### src/rtl/mem_arb_pkg.sv
// Shared types and default sizes for the unified-memory arbiter.
package mem_arb_pkg;

    typedef enum logic {
        IDLE = 1'b0,
        WAIT = 1'b1
    } arb_state_t;

    // Port values double as bit indices into the request/grant vectors.
    typedef enum logic {
        PORT_I = 1'b0,
        PORT_D = 1'b1
    } port_t;

    localparam int unsigned ADDR_W_DEF  = 32;
    localparam int unsigned DATA_W_DEF  = 32;
    localparam int unsigned MEM_LAT_DEF = 1;

endpackage

### src/rtl/mem_arbiter_rr_arb2.sv
// Two-way round-robin pick: a lone requester wins, a tie goes to the port named by prio.
module rr_arb2
    import mem_arb_pkg::*;
(
    input  logic [1:0] req,
    input  logic       prio,
    output logic [1:0] gnt
);

    always_comb begin
        // NOTE: default first so every path assigns gnt; no latch is inferred.
        gnt = 2'b00;
        if (req == 2'b11) begin
            gnt = (prio == PORT_D) ? 2'b10 : 2'b01;
        end else begin
            gnt = req;
        end
    end

endmodule

### src/rtl/mem_arbiter.sv
// Shares one single-port synchronous memory between fetch and load/store ports,
// granting one access at a time and tracking the single outstanding read.
module mem_arbiter
    import mem_arb_pkg::*;
#(
    parameter int unsigned ADDR_W  = ADDR_W_DEF,
    parameter int unsigned DATA_W  = DATA_W_DEF,
    parameter int unsigned MEM_LAT = MEM_LAT_DEF
) (
    input  logic              clk,
    input  logic              reset,
    input  logic              i_req,
    input  logic [ADDR_W-1:0] i_addr,
    output logic              i_gnt,
    output logic              i_rvalid,
    output logic [DATA_W-1:0] i_rdata,
    input  logic              d_req,
    input  logic              d_we,
    input  logic [ADDR_W-1:0] d_addr,
    input  logic [DATA_W-1:0] d_wdata,
    output logic              d_gnt,
    output logic              d_rvalid,
    output logic [DATA_W-1:0] d_rdata,
    output logic              m_en,
    output logic              m_we,
    output logic [ADDR_W-1:0] m_addr,
    output logic [DATA_W-1:0] m_wdata,
    input  logic [DATA_W-1:0] m_rdata
);

    localparam int unsigned      CNT_W    = $clog2(MEM_LAT + 1);
    localparam logic [CNT_W-1:0] CNT_ONE  = CNT_W'(1);
    localparam logic [CNT_W-1:0] LAT_INIT = CNT_W'(MEM_LAT);

    arb_state_t       state_q, state_d;
    logic [CNT_W-1:0] cnt_q, cnt_d;
    port_t            owner_q, owner_d;
    port_t            prio_q, prio_d;

    logic       rd_done;
    logic       free;
    logic [1:0] arb_req;
    logic [1:0] gnt_vec;

    // Everything combinational is qualified by reset so all outputs read 0 while it is held low.
    assign rd_done = reset && (state_q == WAIT) && (cnt_q == CNT_ONE);
    assign free    = reset && ((state_q == IDLE) || rd_done);
    assign arb_req = {2{free}} & {d_req, i_req};

    rr_arb2 u_rr_arb2 (
        .req  (arb_req),
        .prio (prio_q),
        .gnt  (gnt_vec)
    );

    assign i_gnt    = gnt_vec[PORT_I];
    assign d_gnt    = gnt_vec[PORT_D];
    assign m_en     = |gnt_vec;
    assign m_we     = gnt_vec[PORT_D] & d_we;
    assign m_addr   = gnt_vec[PORT_D] ? d_addr : (gnt_vec[PORT_I] ? i_addr : '0);
    assign m_wdata  = m_en ? d_wdata : '0;

    assign i_rvalid = rd_done && (owner_q == PORT_I);
    assign d_rvalid = rd_done && (owner_q == PORT_D);
    assign i_rdata  = i_rvalid ? m_rdata : '0;
    assign d_rdata  = d_rvalid ? m_rdata : '0;

    always_comb begin
        state_d = state_q;
        cnt_d   = cnt_q;
        owner_d = owner_q;
        prio_d  = prio_q;

        if (state_q == WAIT) begin
            cnt_d = cnt_q - CNT_ONE;
            if (cnt_q == CNT_ONE) begin
                state_d = IDLE;
            end
        end

        // A grant in the last WAIT cycle overrides the return to IDLE.
        if (m_en) begin
            prio_d = gnt_vec[PORT_I] ? PORT_D : PORT_I;
            if (m_we) begin
                state_d = IDLE;
                cnt_d   = '0;
            end else begin
                state_d = WAIT;
                cnt_d   = LAT_INIT;
                owner_d = gnt_vec[PORT_I] ? PORT_I : PORT_D;
            end
        end
    end

    always_ff @(posedge clk or negedge reset) begin
        if (!reset) begin
            state_q <= IDLE;
            cnt_q   <= '0;
            owner_q <= PORT_I;
            prio_q  <= PORT_D;
        end else begin
            // NOTE: non-blocking for all state so every register updates together at the edge.
            state_q <= state_d;
            cnt_q   <= cnt_d;
            owner_q <= owner_d;
            prio_q  <= prio_d;
        end
    end

endmodule

### config.mk
export PLATFORM = sky130hd
export DESIGN_NAME = mem_arbiter
export DESIGN_NICKNAME = d
export VERILOG_FILES = /design/src/rtl/mem_arb_pkg.sv /design/src/rtl/mem_arbiter_rr_arb2.sv /design/src/rtl/mem_arbiter.sv
export SDC_FILE = /design/constraint.sdc
export NUM_CORES = 1
export LEC_CHECK = 0
export ABC_CLOCK_PERIOD_IN_PS = 1650
export CAP_MARGIN = 5
export CORE_AREA = 3 3 103 105
export DETAILED_ROUTE_END_ITERATION = 7
export DIE_AREA = 0 0 106 108
export PLACE_DENSITY = 0.66
export SLEW_MARGIN = 0
export SYNTH_ARGS = -nofsm -noshare
export SYNTH_HDL_FRONTEND = slang
export SYNTH_SLANG_ARGS = --single-unit
### constraint.sdc
create_clock -name clk -period 1.65 [get_ports clk]
set_input_delay 0.33 -clock clk [delete_from_list [all_inputs] [get_ports clk]]
set_output_delay 0.33 -clock clk [all_outputs]
set_load 0.05 [all_outputs]
==> results of run 1 <==
path summary, 6_finish.rpt:
check | end | cells past startpoint | startpoint | slack [ps]
min in group clk | prio_q$_DFFE_PN1P_ | 2 | prio_q$_DFFE_PN1P_ | 500
setup reg to reg | cnt_q$_DFFE_PN0P_ | 7 | prio_q$_DFFE_PN1P_ | 120
setup / recovery | m_addr[15] | 6 | cnt_q$_DFFE_PN0P_ | -280
max in group asynchronous | prio_q$_DFFE_PN1P_ | 2 | reset | 1260
hold reg to reg | prio_q$_DFFE_PN1P_ | 2 | prio_q$_DFFE_PN1P_ | 500
hold / removal | state_q$_DFF_PN0_ | 2 | reset | 200
per-layer routing:
| metal | vias up | global-route usage | share of wire |
|---|---|---|---|
| li1 | 1145 | - | - |
| met1 | 1080 | 0.169 | 0.34 |
| met2 | 166 | 0.321 | 0.55 |
| met3 | 8 | 0.0537 | 0.098 |
| met4 | 0 | 0.0259 | 0.0099 |
| met5 | - | 0 | 0 |
placed cells by master, fill, tap and decap left out, types with 3 or more instances in the layout:
master and instances:
buf_12 142, clkdlybuf4s50_1 129, and2_4 63, and2_2 31
a22o_4 25, buf_4 11, inv_1 5, a22o_2 5
buf_16 5, buf_6 5, and2_1 3, clkbuf_8 3
layout make-up:
cell class	instances	area, µm²	area share
Clock buffer	4	45.0	0.00716
Tap cell	133	166	0.0264
Multi-Input combinational cell	143	1440	0.229
Inverter	5	18.8	0.00298
Sequential cell	4	103	0.0163
Timing Repair Buffer	298	4520	0.718
metrics by stage:
stage	cells	worst slack [ps]	utilization	total power, mW	TNS [ps]
2_1_floorplan	169	-57.1	-	2.43	-514
3_3_place_gp	565	-435	0.580	4.81	-53940
3_5_place_dp	565	-454	0.580	4.86	-56490
4_1_cts	581	-281	0.634	5.64	-26210
5_1_grt	587	-322	0.647	5.91	-32500
6_report	587	-283	0.647	5.70	-24700
cell usage after synthesis:
library cell and n:
nand2b_4 1, o211a_1 1, buf_6 4, and2_1 97, o2111a_1 1, a21oi_1 2
buf_2 3, dfrtp_1 3, o21bai_1 1, and4_4 1, o21ai_0 1, o211ai_1 1
clkbuf_1 6, a22o_1 32, nand2b_1 1, nor2_2 2, buf_4 4, nand2_1 1
nand3_1 1, inv_1 5, dfstp_2 1
repair_timing:
action                                  CTS  global route
pin swaps                                10             5
resized for setup                        88            18
hold endpoints to repair                  0             0
endpoints found under the setup margin  134           135
buffers inserted                          4             7
gates cloned                              8             2
flip-flops by register name, summed over array words and instances (netlist names):
register / flops
cnt_q: 1
prio_q: 1
owner_q: 1
state_q: 1
cells by family after synthesis:
logic type | count (synthesis)
compound gates | 39
buf+inv | 22
flops | 4
simple gates | 104
power by group through the flow:
stage | clock network (mW) | registers (mW) | logic (mW)
finish | 0.222 | 0.209 | 5.27
detailed placement | 0 | 0.197 | 4.66
global placement | 0 | 0.193 | 4.61
CTS | 0.229 | 0.212 | 5.19
floorplan | 0 | 0.192 | 2.24
global route | 0.237 | 0.217 | 5.46
worst max-delay path: cells and delay by family, from the launching register on:
kind	cells	cell delay, ps
AND/OR/NAND/NOR	1	160
AO/OA/AOI/OAI	2	410
flip-flops	1	370
buffers and inverters	3	450
==> results.ini, run 1 <==
[sta]
hold_viol=0
skew_ps=2.02
rsz0062_at_grt=yes
fin_crit_ps=1930
setup_viol=134
setup_ws_ps=-283
slew_headroom=0.863
tightest_slew_ps=205
fin_crit_sh=1.17
holdWs_ps=195
clock.fmax_mhz=517
slew_violations=0

[detailed_routing]
dr.pass1.iters=4
detail-route-antenna-nets=0
wl_per_cell_um=17.3
drt_iter0_drc=67
num_vias=2399
routed_via_density=4.09
drc=0
wl_um=10200

[worst_setup_path]
cpMostUsedCell=buf_12
end_kind=primary output
required_ps=1320
cpPeakStageDelay_ps=370
crit_arrival_ps=1600
crit_type=reg2out
cp_max_fo=16
crit_chain=nand2b_4, o2111a_2, buf_12, buf_16, a22o_2, buf_12
start_kind=flop
slowest_stage=dfrtp_1

[synth]
syn_inst=169
ys_seq_area_frac=0.0828
ys_top_cells_by_area=and2_1 50%, a22o_1 23%, dfrtp_1 6.1%
synth_top_family_by_area=simple AND/OR/NAND/NOR gates
syn-num-nets=302
synth_cell_type_count=21
synth_adder_area_share=0
synth-compound-area-share=0.271
synth_top_area_cell=and2_1
synth_seq_cells=4
syn_area_per_cell_um2=7.24
synth_warnings=0
synth-simple-area-share=0.539
synth_xor_area_frac=0
netlist_area_mm2=0.00122
synth.area.mux_share=0
yosysTopAreaCellShare=0.496

[clock_network]
cts.reportedPaths.clkPinSlew_ps=40
cts_tree=built
clock_sinks=4
clk_latency_ps=220
ctsHoldBuffers=0
clockRootBuffer=clkbuf_8
cts-htree-levels=1
clk_path_buf_depth=2
numCtsBuffers=3

[cells_and_area]
drive_gt1_frac=0.667
design_area_mm2=0.00629
area_growth_syn_to_layout_pct=414
nets=588
nFillCells=734
diodes=0

[outcome]
failed_checks=setup timing
outcome=finished with violations

[global_routing]
grt_pass1_wl_um=14500
first_global_vias=2532
antenna_found_initial=0
grt_util_all_layers=0.163
grt_max_degree=18
overflow=0

[power]
clkPwrFrac=0.039
p_int_mw=3.10
combPwrFrac=0.924
switchingPower_mw=2.60
p_leak_nw=2.67
power_density_mw_per_mm2=905
p_sw_frac=0.456
pwr-share-seq=0.037
vdd_drop_max_mv=0.547

[placed_design]
gp_congestion=0.753
postPlaceCellArea_mm2=0.00565
hpwl_um=7890
io_buffers=266

[die]
die_w_um=106
coreArea_mm2=0.00973
ios=267
dieArea_mm2=0.0114
initial_core_util=0.126
num_rows=36
die_y_um=108

[job]
maxCapViolCount=0

[hold_path]
hold_class=in2async

No activity file was read; power rests on OpenSTA's default activity.
==> run 2: changes to the inputs <==
Settings changed: TNS_END_PERCENT set to 1.
==> results.ini, run 2 (synthesized netlist as in run 1, its figures left out) <==
[outcome]
outcome=finished with violations  ; unchanged
failed_checks=setup timing  ; unchanged

[worst_setup_path]
crit_type=reg2out  ; unchanged
cpPeakStageDelay_ps=540  ; was 370 ps
cp_max_fo=9  ; was 16
r2r-end=state_q$_DFF_PN0_  ; was cnt_q$_DFFE_PN0P_
required_ps=1320  ; about the same
critPathCapture=m_addr[1]  ; was m_addr[15]
crit_path_start=prio_q$_DFFE_PN1P_  ; was cnt_q$_DFFE_PN0P_
slowest_stage=dfstp_2  ; was dfrtp_1
reg2reg_setup_slack_ps=190  ; was 120 ps
crit_chain=buf_6, o2111a_2, buf_12, buf_16, a22o_1, buf_12  ; was nand2b_4, o2111a_2, buf_12, buf_16, a22o_2, buf_12
start_kind=flop  ; unchanged
cpMostUsedCell=buf_12  ; unchanged
timing.rr.start=prio_q$_DFFE_PN1P_  ; unchanged
reg2reg_depth=6  ; was 7
crit_arrival_ps=1650  ; was 1600 ps
end_kind=primary output  ; unchanged

[detailed_routing]
detail-route-antenna-nets=0  ; unchanged
wl_per_cell_um=15.8  ; was 17.3 µm
dr.pass1.iters=4  ; unchanged
drc=0  ; unchanged
drt_iter0_drc=50  ; was 67
routed_via_density=4.02  ; was 4.09
wl_um=9110  ; was 10200 µm
num_vias=2326  ; was 2399

[power]
p_leak_nw=2.61  ; was 2.67 nW
vdd_drop_max_mv=0.467  ; was 0.547 mV
power_density_mw_per_mm2=896  ; was 905 mW/mm²

[hold_path]
hold_class=in2async  ; unchanged

[die]
die_w_um=106  ; unchanged
coreArea_mm2=0.00973  ; unchanged
dieArea_mm2=0.0114  ; unchanged
die_y_um=108  ; unchanged
initial_core_util=0.126  ; unchanged
ios=267  ; unchanged
num_rows=36  ; unchanged

[clock_network]
cts_tree=built  ; unchanged
cts-htree-levels=1  ; unchanged
numCtsBuffers=3  ; unchanged
clock_sinks=4  ; unchanged
clk_latency_ps=220  ; about the same
clk_path_buf_depth=2  ; unchanged
cts.reportedPaths.clkPinSlew_ps=40  ; about the same
clockRootBuffer=clkbuf_8  ; unchanged

[sta]
fin_crit_ps=1980  ; was 1930 ps
fin_crit_sh=1.20  ; was 1.17
skew_ps=3.61  ; was 2.02 ps
slew_violations=0  ; unchanged
tns_ps=-22040  ; was -24700 ps
slew_headroom=0.881  ; was 0.863
tightest_slew_ps=179  ; was 205 ps
clock.fmax_mhz=505  ; was 517 MHz
setup_ws_ps=-332  ; was -283 ps
rsz0062_at_grt=yes  ; unchanged
setup_viol=133  ; was 134
hold_viol=0  ; unchanged

[cells_and_area]
utilization=0.628  ; was 0.647
nFillCells=733  ; was 734
drive_gt1_frac=0.627  ; was 0.667
nets=579  ; was 588
final_common_cell=buf_12  ; unchanged
diodes=0  ; unchanged
instances_no_fill=578  ; was 587
final_cell_mix=139 x buf_12, 129 x clkdlybuf4s50_1, 59 x and2_4  ; was 142 x buf_12, 129 x clkdlybuf4s50_1, 63 x and2_4
area_growth_syn_to_layout_pct=399  ; was 414%
design_area_mm2=0.00611  ; was 0.00629 mm²

[placed_design]
place_ws_ps=-436  ; was -454 ps
gp_congestion=0.716  ; was 0.753
postPlaceCellArea_mm2=0.00556  ; was 0.00565 mm²
hpwl_um=7540  ; was 7890 µm
dp.cells=566  ; was 565
io_buffers=266  ; unchanged

[global_routing]
grt_pass1_wl_um=13000  ; was 14500 µm
overflow=0  ; unchanged
antenna_found_initial=1  ; was 0
first_global_vias=2499  ; was 2532
grt_util_all_layers=0.142  ; was 0.163
grt_max_degree=34  ; was 18

[job]
maxCapViolCount=0  ; unchanged

## run 2: worst max-delay path: cells and delay by family, from the launching register on
| family | cells | cell delay [ps] |
|---|---|---|
| flops | 1 | 540 |
| buf+inv | 4 | 500 |
| compound gates | 2 | 400 |
## run 2: stage by stage
stage | power [mW] | hold slack, ps
floorplan | 2.37 | 34.4
global placement | 4.76 | 479
detailed placement | 4.80 | 486
CTS | 5.36 | 244
global route | 5.67 | 263
finish | 5.47 | 253
## run 2: area by class of cell
class / count / area, µm² / area share
timing repair buffer: 289 / 4350 / 0.712
multi-input combinational: 143 / 1430 / 0.233
tap: 133 / 166 / 0.0272
sequential: 4 / 101 / 0.0166
clock buffer: 4 / 45.0 / 0.00737
inverter: 5 / 18.8 / 0.00307
## run 2: repair_timing
item,4_1_cts,5_1_grt
setup endpoints to repair,134,134
pin swaps,16,10
hold buffers,0,0
setup buffers,3,0
gates resized for setup,67,27
cloned,4,1
## run 2: how the worst min path moves through the flow
stage / from / endpoint / slack, ps / cells past startpoint
2_1_floorplan: reset / cnt_q$_DFFE_PN0P_ / 30 / 0
3_3_place_gp: prio_q$_DFFE_PN1P_ / prio_q$_DFFE_PN1P_ / 480 / 2
3_5_place_dp: prio_q$_DFFE_PN1P_ / prio_q$_DFFE_PN1P_ / 490 / 2
4_1_cts: reset / state_q$_DFF_PN0_ / 240 / 2
5_1_grt: reset / state_q$_DFF_PN0_ / 260 / 2
6_report: reset / state_q$_DFF_PN0_ / 250 / 2
## run 2: power breakdown
group	total [mW]	internal [mW]	switching, mW
combinational	5.06	2.63	2.42
sequential	0.197	0.157	0.0401
clock	0.221	0.165	0.0552
total	5.47	2.96	2.52
## run 2: layer usage
| layer | routed length (µm) | vias up | global-route usage |
|---|---|---|---|
| met3 | 1120 | 12 | 0.0663 |
| met5 | 13 | - | 0 |
| met1 | 2820 | 1017 | 0.136 |
| met4 | 119 | 2 | 0.0250 |
| met2 | 5040 | 171 | 0.278 |
| li1 | - | 1124 | - |
==> run 3: changes to the inputs <==
Settings changed: PLACE_DENSITY 0.66 to unset, PLACE_DENSITY_LB_ADDON set to 0.1.
==> results.ini, run 3 (synthesized netlist as in run 1, its figures left out) <==
[clock_network]
cts.reportedPaths.clkPinSlew_ps=40  ; about the same
clock_sinks=4  ; unchanged
clk_path_buf_depth=2  ; unchanged
clk_latency_ps=230  ; was 220 ps
clockRootBuffer=clkbuf_8  ; unchanged
cts_tree=built  ; unchanged
numCtsBuffers=3  ; unchanged
cts-htree-levels=1  ; unchanged

[cells_and_area]
diodes=0  ; unchanged
nFillCells=803  ; was 733
drive_gt1_frac=0.599  ; was 0.627
final_common_cell=buf_12  ; unchanged
final_cell_mix=141 x buf_12, 129 x clkdlybuf4s50_1, 45 x and2_4  ; was 139 x buf_12, 129 x clkdlybuf4s50_1, 59 x and2_4
nets=580  ; was 579
area_growth_syn_to_layout_pct=390  ; was 399%

[die]
num_rows=36  ; unchanged
ios=267  ; unchanged
initial_core_util=0.126  ; unchanged
die_y_um=108  ; unchanged
coreArea_mm2=0.00973  ; unchanged
dieArea_mm2=0.0114  ; unchanged
die_w_um=106  ; unchanged

[placed_design]
io_buffers=266  ; unchanged
hpwl_um=8010  ; was 7540 µm
gp_congestion=0.745  ; was 0.716

[power]
power_density_mw_per_mm2=894  ; was 896 mW/mm²
p_total_mw=5.36  ; was 5.47 mW
vdd_drop_max_mv=0.492  ; was 0.467 mV
p_leak_nw=2.54  ; was 2.61 nW

[global_routing]
overflow=0  ; unchanged
antenna_found_initial=0  ; was 1
grt_pass1_wl_um=13600  ; was 13000 µm
first_global_vias=2400  ; was 2499
grt_util_all_layers=0.152  ; was 0.142
grt_max_degree=34  ; unchanged

[sta]
fin_crit_ps=1990  ; was 1980 ps
setup_viol=133  ; unchanged
rsz0062_at_grt=yes  ; unchanged
slew_violations=0  ; unchanged
tightest_slew_ps=199  ; was 179 ps
fin_crit_sh=1.20  ; about the same
hold_viol=0  ; unchanged
setup_ws_ps=-337  ; was -332 ps
skew_ps=8.27  ; was 3.61 ps
clock.fmax_mhz=503  ; was 505 MHz
holdWs_ps=258  ; was 253 ps
slew_headroom=0.867  ; was 0.881

[detailed_routing]
drt_iter0_drc=58  ; was 50
num_vias=2342  ; was 2326
routed_via_density=4.04  ; was 4.02
wl_per_cell_um=16.2  ; was 15.8 µm
wl_um=9360  ; was 9110 µm
detail-route-antenna-nets=0  ; unchanged
drc=0  ; unchanged
dr.pass1.iters=4  ; unchanged

[worst_setup_path]
timing.rr.start=prio_q$_DFFE_PN1P_  ; unchanged
slowest_stage=dfrtp_1  ; was dfstp_2
r2r-end=state_q$_DFF_PN0_  ; unchanged
reg2reg_setup_slack_ps=200  ; was 190 ps
start_kind=flop  ; unchanged
required_ps=1320  ; about the same
cpMostUsedCell=buf_12  ; unchanged
cp_max_fo=9  ; unchanged
cpPeakStageDelay_ps=380  ; was 540 ps
crit_arrival_ps=1660  ; was 1650 ps
crit_chain=nand2b_4, o2111a_2, buf_12, buf_16, a22o_4, buf_12  ; was buf_6, o2111a_2, buf_12, buf_16, a22o_1, buf_12
end_kind=primary output  ; unchanged
reg2reg_depth=5  ; was 6
crit_type=reg2out  ; unchanged

[hold_path]
hold_class=in2async  ; unchanged

[outcome]
outcome=finished with violations  ; unchanged
failed_checks=setup timing  ; unchanged

[job]
maxCapViolCount=0  ; unchanged

run 3: changes by cell type in the layout (fill, tap and decap cells not counted), sizes merged:
cell,delta
buf,+1
bufbuf,+1
clkbuf,-1
run 3: final cells by class:
type                       count  area, µm²  share of cell area
clock buffer                   4       45.0             0.00751
inverter                       5       18.8             0.00313
multi-input combinational    143       1310               0.218
sequential                     4        101              0.0169
tap                          133        166              0.0277
timing repair buffer         290       4360               0.726
run 3: report_power, final:
| part | total [mW] | internal, mW | leakage [nW] | switching [mW] |
|---|---|---|---|---|
| clock | 0.228 | 0.166 | 0.0228 | 0.0624 |
| sequential | 0.197 | 0.157 | 0.0468 | 0.0403 |
| combinational | 4.94 | 2.55 | 2.47 | 2.38 |
run 3: how the worst max path moves through the flow:
stage                      start     endpoint  slack, ps  cells past startpoint
6_report       cnt_q$_DFFE_PN0P_   m_addr[21]       -340                      6
5_1_grt        cnt_q$_DFFE_PN0P_   m_addr[21]       -400                      6
4_1_cts        cnt_q$_DFFE_PN0P_   m_addr[17]       -340                      6
3_5_place_dp               reset         m_we       -440                      5
3_3_place_gp               reset   i_rdata[2]       -410                      6
2_1_floorplan  state_q$_DFF_PN0_  m_wdata[22]        -60                      4
run 3: per-layer routing:
layer  wire [µm]  track usage  part of all wire
met1        3170        0.158              0.34
met2        4930        0.283              0.53
met3        1130       0.0657              0.12
met4         130       0.0333             0.014
met5           0            0                 0
run 3: repair_timing:
item                                    CTS  global route
endpoints found under the setup margin  134           134
hold buffers                              0             0
gates cloned                              4             0
pin swaps                                 6             1
buffers inserted                          3             1
gates resized for setup                  51            13
run 3: through the flow:
| step | instances | setup slack, ps | setup TNS (ps) | util | cell area, µm² |
|---|---|---|---|---|---|
| after floorplan | 169 | -57.1 | -2690 | - | 1340 |
| after global placement | 567 | -409 | -50730 | 0.574 | 5580 |
| after detailed placement | 567 | -439 | -53410 | 0.574 | 5580 |
| after CTS | 578 | -342 | -27760 | 0.607 | 5910 |
| after global routing | 579 | -397 | -38100 | 0.616 | 6000 |
| final | 579 | -337 | -26720 | 0.616 | 6000 |
run 3: critical path: cells and delay by family, from the launching register on:
kind            cells  cell delay, ps
compound gates      2             440
buf+inv             3             450
flops               1             380
simple gates        1             160
